**src/rtl/megis_pkg.sv**
```systemverilog
// megis_pkg
// Shared types and sizes for the read word packer slice.
//   WORD_W        width of one flash channel word
//   WORDS_PER_REC words packed into one query record
//   REC_W         packed record width (WORD_W * WORDS_PER_REC)
//   NWORDS_W      width of the per-record word count
//   rec_t         one FIFO entry: packed data, valid word count, closed-by-last flag
package megis_pkg;

  localparam int WORD_W        = 32;
  localparam int WORDS_PER_REC = 5;
  localparam int REC_W         = WORD_W * WORDS_PER_REC;
  localparam int NWORDS_W      = 3;

  typedef struct packed {
    logic [REC_W-1:0]    data;
    logic [NWORDS_W-1:0] nwords;
    logic                last;
  } rec_t;

endpackage

```
**src/rtl/rec_fifo.sv**
```systemverilog
// rec_fifo
// First-word-fall-through FIFO of packed records.
// Ports:
//   clk      in   clock, posedge
//   rst      in   asynchronous active-low reset
//   push     in   write push_rec this cycle (ignored when full)
//   push_rec in   record to write
//   pop      in   drop the head record this cycle (ignored when empty)
//   head     out  head record; while empty, the most recently popped record
//   count    out  number of stored records
//   full     out  count == DEPTH
//   empty    out  count == 0
module rec_fifo
  import megis_pkg::*;
#(
  parameter int DEPTH = 4
) (
  input  logic                     clk,
  input  logic                     rst,
  input  logic                     push,
  input  rec_t                     push_rec,
  input  logic                     pop,
  output rec_t                     head,
  output logic [$clog2(DEPTH):0]   count,
  output logic                     full,
  output logic                     empty
);

  localparam int PTR_W = $clog2(DEPTH);

  rec_t             mem [DEPTH];
  logic [PTR_W-1:0] rd_ptr;
  logic [PTR_W-1:0] wr_ptr;
  logic [PTR_W-1:0] prev_ptr;
  logic             do_push;
  logic             do_pop;

  assign full     = (count == (PTR_W+1)'(DEPTH));
  assign empty    = (count == '0);
  assign do_push  = push && !full;
  assign do_pop   = pop && !empty;
  assign prev_ptr = rd_ptr - PTR_W'(1);

  // Storage is cleared on reset so that an empty FIFO presents all-zero data.
  always_ff @(posedge clk or negedge rst) begin
    if (!rst) begin
      for (int i = 0; i < DEPTH; i++) begin
        mem[i] <= '0;
      end
      rd_ptr <= '0;
      wr_ptr <= '0;
      count  <= '0;
    end else begin
      if (do_push) begin
        mem[wr_ptr] <= push_rec;
        wr_ptr      <= wr_ptr + PTR_W'(1);
      end
      if (do_pop) begin
        rd_ptr <= rd_ptr + PTR_W'(1);
      end
      if (do_push && !do_pop) begin
        count <= count + (PTR_W+1)'(1);
      end else if (do_pop && !do_push) begin
        count <= count - (PTR_W+1)'(1);
      end
    end
  end

  // When empty, the slot just behind rd_ptr still holds the last popped record;
  // it is not rewritten until DEPTH further pushes, so the output holds its value.
  always_comb begin
    head = empty ? mem[prev_ptr] : mem[rd_ptr];
  end

endmodule

```
**src/rtl/read_word_packer.sv**
```systemverilog
// read_word_packer
// Packs 32-bit flash channel words into 160-bit query records of up to five
// words and hands whole records downstream through a small record FIFO.
// Ports:
//   clk        in   clock, posedge
//   rst        in   asynchronous active-low reset
//   in_valid   in   input word valid
//   in_ready   out  packer can take a word (FIFO not full, not in reset)
//   in_data    in   input word
//   in_last    in   final word of a read; closes the record early
//   out_valid  out  head record valid
//   out_ready  in   downstream takes the head record
//   out_data   out  packed record, word k at [k*32 +: 32]
//   out_nwords out  valid words in out_data (1..5)
//   out_last   out  record was closed by in_last
//   rec_count  out  records pushed since reset, wrapping
module read_word_packer
  import megis_pkg::*;
#(
  parameter int FIFO_DEPTH = 4,
  parameter int CNT_W      = 16
) (
  input  logic                clk,
  input  logic                rst,
  input  logic                in_valid,
  output logic                in_ready,
  input  logic [WORD_W-1:0]   in_data,
  input  logic                in_last,
  output logic                out_valid,
  input  logic                out_ready,
  output logic [REC_W-1:0]    out_data,
  output logic [NWORDS_W-1:0] out_nwords,
  output logic                out_last,
  output logic [CNT_W-1:0]    rec_count
);

  localparam int FCNT_W = $clog2(FIFO_DEPTH) + 1;

  logic [NWORDS_W-1:0] widx;
  logic [REC_W-1:0]    asm_q;
  logic                accept;
  logic                close;
  logic                pop;
  logic                fifo_full;
  logic                fifo_empty;
  logic [FCNT_W-1:0]   fifo_count;
  rec_t                push_rec;
  rec_t                head;

  // in_ready looks only at the current fill level, so a same-cycle pop never
  // opens the input path combinationally.
  assign in_ready = rst && !fifo_full;
  assign accept   = in_valid && in_ready;
  assign close    = accept && ((widx == NWORDS_W'(WORDS_PER_REC - 1)) || in_last);
  assign pop      = out_valid && out_ready;

  // Slots at and above widx are always zero in asm_q, so OR-ing the closing
  // word into its slot yields a record whose unused upper slots are zero.
  always_comb begin
    push_rec        = '0;
    push_rec.data   = asm_q | (REC_W'(in_data) << (widx * WORD_W));
    push_rec.nwords = widx + NWORDS_W'(1);
    push_rec.last   = in_last;
  end

  // Word index, assembly register and record counter.
  always_ff @(posedge clk or negedge rst) begin
    if (!rst) begin
      widx      <= '0;
      asm_q     <= '0;
      rec_count <= '0;
    end else if (accept) begin
      if (close) begin
        widx      <= '0;
        asm_q     <= '0;
        rec_count <= rec_count + CNT_W'(1);
      end else begin
        asm_q[widx*WORD_W +: WORD_W] <= in_data;
        widx                         <= widx + NWORDS_W'(1);
      end
    end
  end

  rec_fifo #(
    .DEPTH (FIFO_DEPTH)
  ) u_fifo (
    .clk      (clk),
    .rst      (rst),
    .push     (close),
    .push_rec (push_rec),
    .pop      (pop),
    .head     (head),
    .count    (fifo_count),
    .full     (fifo_full),
    .empty    (fifo_empty)
  );

  assign out_valid  = !fifo_empty;
  assign out_data   = head.data;
  assign out_nwords = head.nwords;
  assign out_last   = head.last;

endmodule

```
**config.mk**
```make
export PLATFORM = sky130hd
export DESIGN_NAME = read_word_packer
export DESIGN_NICKNAME = d
export VERILOG_FILES = /design/src/rtl/megis_pkg.sv /design/src/rtl/rec_fifo.sv /design/src/rtl/read_word_packer.sv
export SDC_FILE = /design/constraint.sdc
export NUM_CORES = 2
export LEC_CHECK = 0
export ABC_CLOCK_PERIOD_IN_PS = 2900
export BUFFER_PORTS_ARGS = -buffer_cell sky130_fd_sc_hd__buf_2
export CAP_MARGIN = 20
export CORE_ASPECT_RATIO = 2
export CORE_MARGIN = 2
export CORE_UTILIZATION = 41
export DETAILED_ROUTE_END_ITERATION = 8
export GPL_ROUTABILITY_DRIVEN = 0
export PLACE_DENSITY = 0.67
export SLEW_MARGIN = 20
export SYNTH_ARGS = -nofsm -noshare
export SYNTH_HDL_FRONTEND = slang
export SYNTH_HIERARCHICAL = 1
export SYNTH_SLANG_ARGS = --single-unit
```
**constraint.sdc**
```tcl
create_clock -name clk -period 2.9 [get_ports clk]
set_input_delay 0.29 -clock clk [delete_from_list [all_inputs] [get_ports clk]]
set_output_delay 0.29 -clock clk [all_outputs]
set_load 0.05 [all_outputs]
```
==> impl_metrics.tcl <==
set metrics [dict create \
    min_period_over_period 1.096 \
    r2r_cells 11 \
    crit_path_end_kind "primary output" \
    cp.buffers_inverters 4 \
    setup_viol 164 \
    slowest_delay_ns 0.51 \
    drt_iter0_drc 2614 \
    maxCapViolCount 0 \
    grt_max_degree 153 \
    critPathTopFamily "buffers and inverters" \
    start_util 0.4128 \
    vias 34320 \
    tns_ns -26.59 \
    viasPerCell 6.111 \
    synthArstFlopShare 1.000 \
    synth-seq-cells 842 \
    ant_nets 0 \
    grt_pass1_vias 33150 \
    yosysSeqAreaShare 0.4876 \
    rsz0062_at_grt "true" \
    worstMarginPinSlew_ns 0.9294 \
    grt_pass1_wl_mm 206.4 \
    track_usage 0.2497 \
    syn_area_um2 43220 \
    worstPathRequired_ns 2.61 \
    synth_area_per_cell_um2 11.16 \
    synth-warning-count 6 \
    slew_viol_final 0 \
    status "finished with violations" \
    final_layout_size_suffix_gt1_frac 0.4397 \
    crit_fanout 33 \
    dp.cells 5320 \
    skew_ns 0.02460 \
    synth_edf_count 0 \
    hold_path_class "in2reg" \
    drc 0 \
    crit_cells 8 \
    htree_levels 3 \
    setup_ws_ns -0.2778 \
    drtPass1Iterations 6 \
    coreArea_um2 104700 \
    hpwl_mm 86.76 \
    cts.sinks 842 \
    crit_chain "or3_4 > buf_16 > buf_16 > o21ai_1 > a21oi_2 > o21ai_1 > buf_4 > buf_12" \
    io_pins 219 \
    clk_latency_ns 0.67 \
    cts_tree "done" \
    routed_wirelength_mm 149.1 \
    ir_drop_mv 0.7391 \
    syn_nets 3923 \
    syn_inst 3874 \
    power.density_nw_per_um2 1174 \
    synth.distinct_cells 48 \
    num_rows 168 \
    violations "negative setup slack" \
    die_area_um2 108200 \
    synth_ff_type "dfrtp_1" \
    critical_path_class "reg2out" \
    cts.path.max_buffers 3 \
    slew_headroom 0.3804 \
    max_freq_mhz 314.7 \
    min_period_ns 3.178 \
    p_leak_nw 26.88 \
    cts_buffers 79 \
    cts-root-buf "clkbuf_16" \
    min_path_cells 3 \
    antenna_found_initial 2 \
    fp.dieH_um 463.1 \
    final_nets 4241 \
    io_buffers 218 \
    hold_viol 0 \
    wl_per_cell_um 26.55 \
    gr-total-overflow 0 \
    syn_to_final_growth_pct 30.53 \
    ff2ff_setup_slack_ns 0.17 \
    cp-start-kind "flop" \
    clk_pin_slew_ns 0.06 \
    arrival_ns 2.89 \
    slowest_stage "or3_4" \
    stdcell_count 5617 \
    die_w_um 233.6 \
]
## placed cells by master, fill, tap and decap left out, types with 33 or more instances in the layout
| master | instances |
|---|---|
| buf_4 | 174 |
| dlygate4sd3_1 | 35 |
| o21ai_0 | 128 |
| clkbuf_16 | 124 |
| mux2i_1 | 148 |
| mux2_2 | 658 |
| and3_1 | 123 |
| nand2_1 | 77 |
| nor2b_1 | 33 |
| a21oi_1 | 144 |
| buf_2 | 53 |
| o21ai_1 | 236 |
| nor2_1 | 167 |
| o21ai_2 | 158 |
| nor3b_2 | 62 |
| buf_12 | 170 |
| a211oi_1 | 60 |
| a211oi_2 | 81 |
| a22o_1 | 128 |
| and3_4 | 45 |
| a31o_2 | 64 |
| dfrtp_1 | 838 |
| a21o_1 | 96 |
| buf_6 | 79 |
| nor3b_1 | 80 |
## metrics by stage
stage / hold WS, ns / worst slack, ns / util / area, µm² / power [W]
2_1_floorplan: -0.005591 / 0.005551 / - / 43220 / 0.03517
3_3_place_gp: 0.1213 / 0.2921 / 0.4604 / 48200 / 0.04704
3_5_place_dp: 0.1199 / 0.2655 / 0.4604 / 48200 / 0.04763
4_1_cts: 0.03519 / -0.3063 / 0.5019 / 52540 / 0.06106
5_1_grt: 0.08799 / -0.3187 / 0.5388 / 56400 / 0.06892
6_report: 0.09656 / -0.2778 / 0.5389 / 56410 / 0.06623
## routing by layer
metal  GRT usage  vias up  share of wire
met3     0.02842      394          0.056
li1            -    14840              -
met2      0.4168     1268           0.50
met1      0.3129    17820           0.38
met4      0.1379        0          0.068
met5           0        -              0
## registers in the layout, indices dropped and copies added, names as in the netlist
| signal | flops |
|---|---|
| asm_q | 160 |
| rec_count | 16 |
| u_fifo/wr_ptr | 2 |
| u_fifo/count | 3 |
| u_fifo/mem | 656 |
| u_fifo/rd_ptr | 2 |
| widx | 3 |
## worst reg2reg max path, stage by stage, from the launching register on
cell and delay, ns:
dfrtp_1 0.41, or3_4 0.51, buf_4 0.18, buf_12 0.13
buf_16 0.18, nand2_1 0.14, ha_1 0.20, inv_1 0.06
fa_1 0.37, xor2_1 0.15, nor2_1 0.14, xor2_1 0.17
## kinds of logic after synthesis
logic type,after synthesis,share of synthesized area
xor gates and xnor gates,22,0.004459
adders and majority gates,12,0.003648
DFF,842,0.4876
buffers and inverters,372,0.04444
AOI/OAI and AO/OA,1151,0.1656
and+or+nand+nor,653,0.08486
muxes,822,0.2094
## power breakdown
group	internal (W)	switching [W]	total [W]	leakage, nW
registers	0.0147	0.00211	0.0168	11.5
logic	0.0163	0.0222	0.0385	14.1
clock network	0.00606	0.00484	0.0109	1.30
## Yosys cell counts, types with 4 or more instances
cell / n / share of area
nand2_1: 80 / 0.0069
nand3_1: 8 / 0.00093
buf_2: 122 / 0.014
and3_1: 168 / 0.024
mux2_2: 658 / 0.17
buf_4: 29 / 0.0050
o21ai_0: 259 / 0.030
a21oi_1: 164 / 0.019
xor2_1: 11 / 0.0022
mux2i_1: 164 / 0.038
dfrtp_1: 842 / 0.49
nor3_1: 4 / 0.00046
a211oi_1: 163 / 0.028
clkbuf_1: 166 / 0.014
nor3b_1: 163 / 0.028
a22o_1: 128 / 0.026
a31o_2: 64 / 0.013
a21o_1: 96 / 0.017
buf_1: 6 / 0.00052
buf_6: 35 / 0.0091
o21ai_1: 272 / 0.032
nor2_1: 177 / 0.015
xnor2_1: 11 / 0.0022
inv_1: 13 / 0.0011
nor2b_1: 34 / 0.0049
ha_1: 11 / 0.0032
## area by class of cell
type / instances / area [µm²]
multi-input cells: 2660 / 22600
fillers: 8661 / 48270
clock inverters: 36 / 437.9
inverters: 14 / 65.06
well taps: 1360 / 1702
flip-flops and latches: 842 / 21080
clock buffers: 106 / 2220
repair buffers: 595 / 8297
diodes: 4 / 10.01
## repair_timing
item	CTS	global route
resized for setup	215	644
hold buffers	35	0
pin swaps	40	226
endpoints found under the setup margin	164	164
gates cloned	15	57
hold endpoints to repair	550	0
buffers inserted	23	22
## path summary, 6_finish.rpt
path / from / end
setup / recovery: u_fifo/count[1]$_DFFE_PN0P_ / out_data[127]
hold / removal: in_data[26] / asm_q[122]$_DFFE_PN0P_
setup reg to reg: u_fifo/count[1]$_DFFE_PN0P_ / u_fifo/count[2]$_DFFE_PN0P_
hold reg to reg: rec_count[15]$_DFFE_PN0P_ / rec_count[15]$_DFFE_PN0P_
max in group asynchronous: rst / u_fifo/mem[228]$_DFFE_PN0P_
min in group asynchronous: rst / u_fifo/count[2]$_DFFE_PN0P_
(Power assumes the default switching activity.)
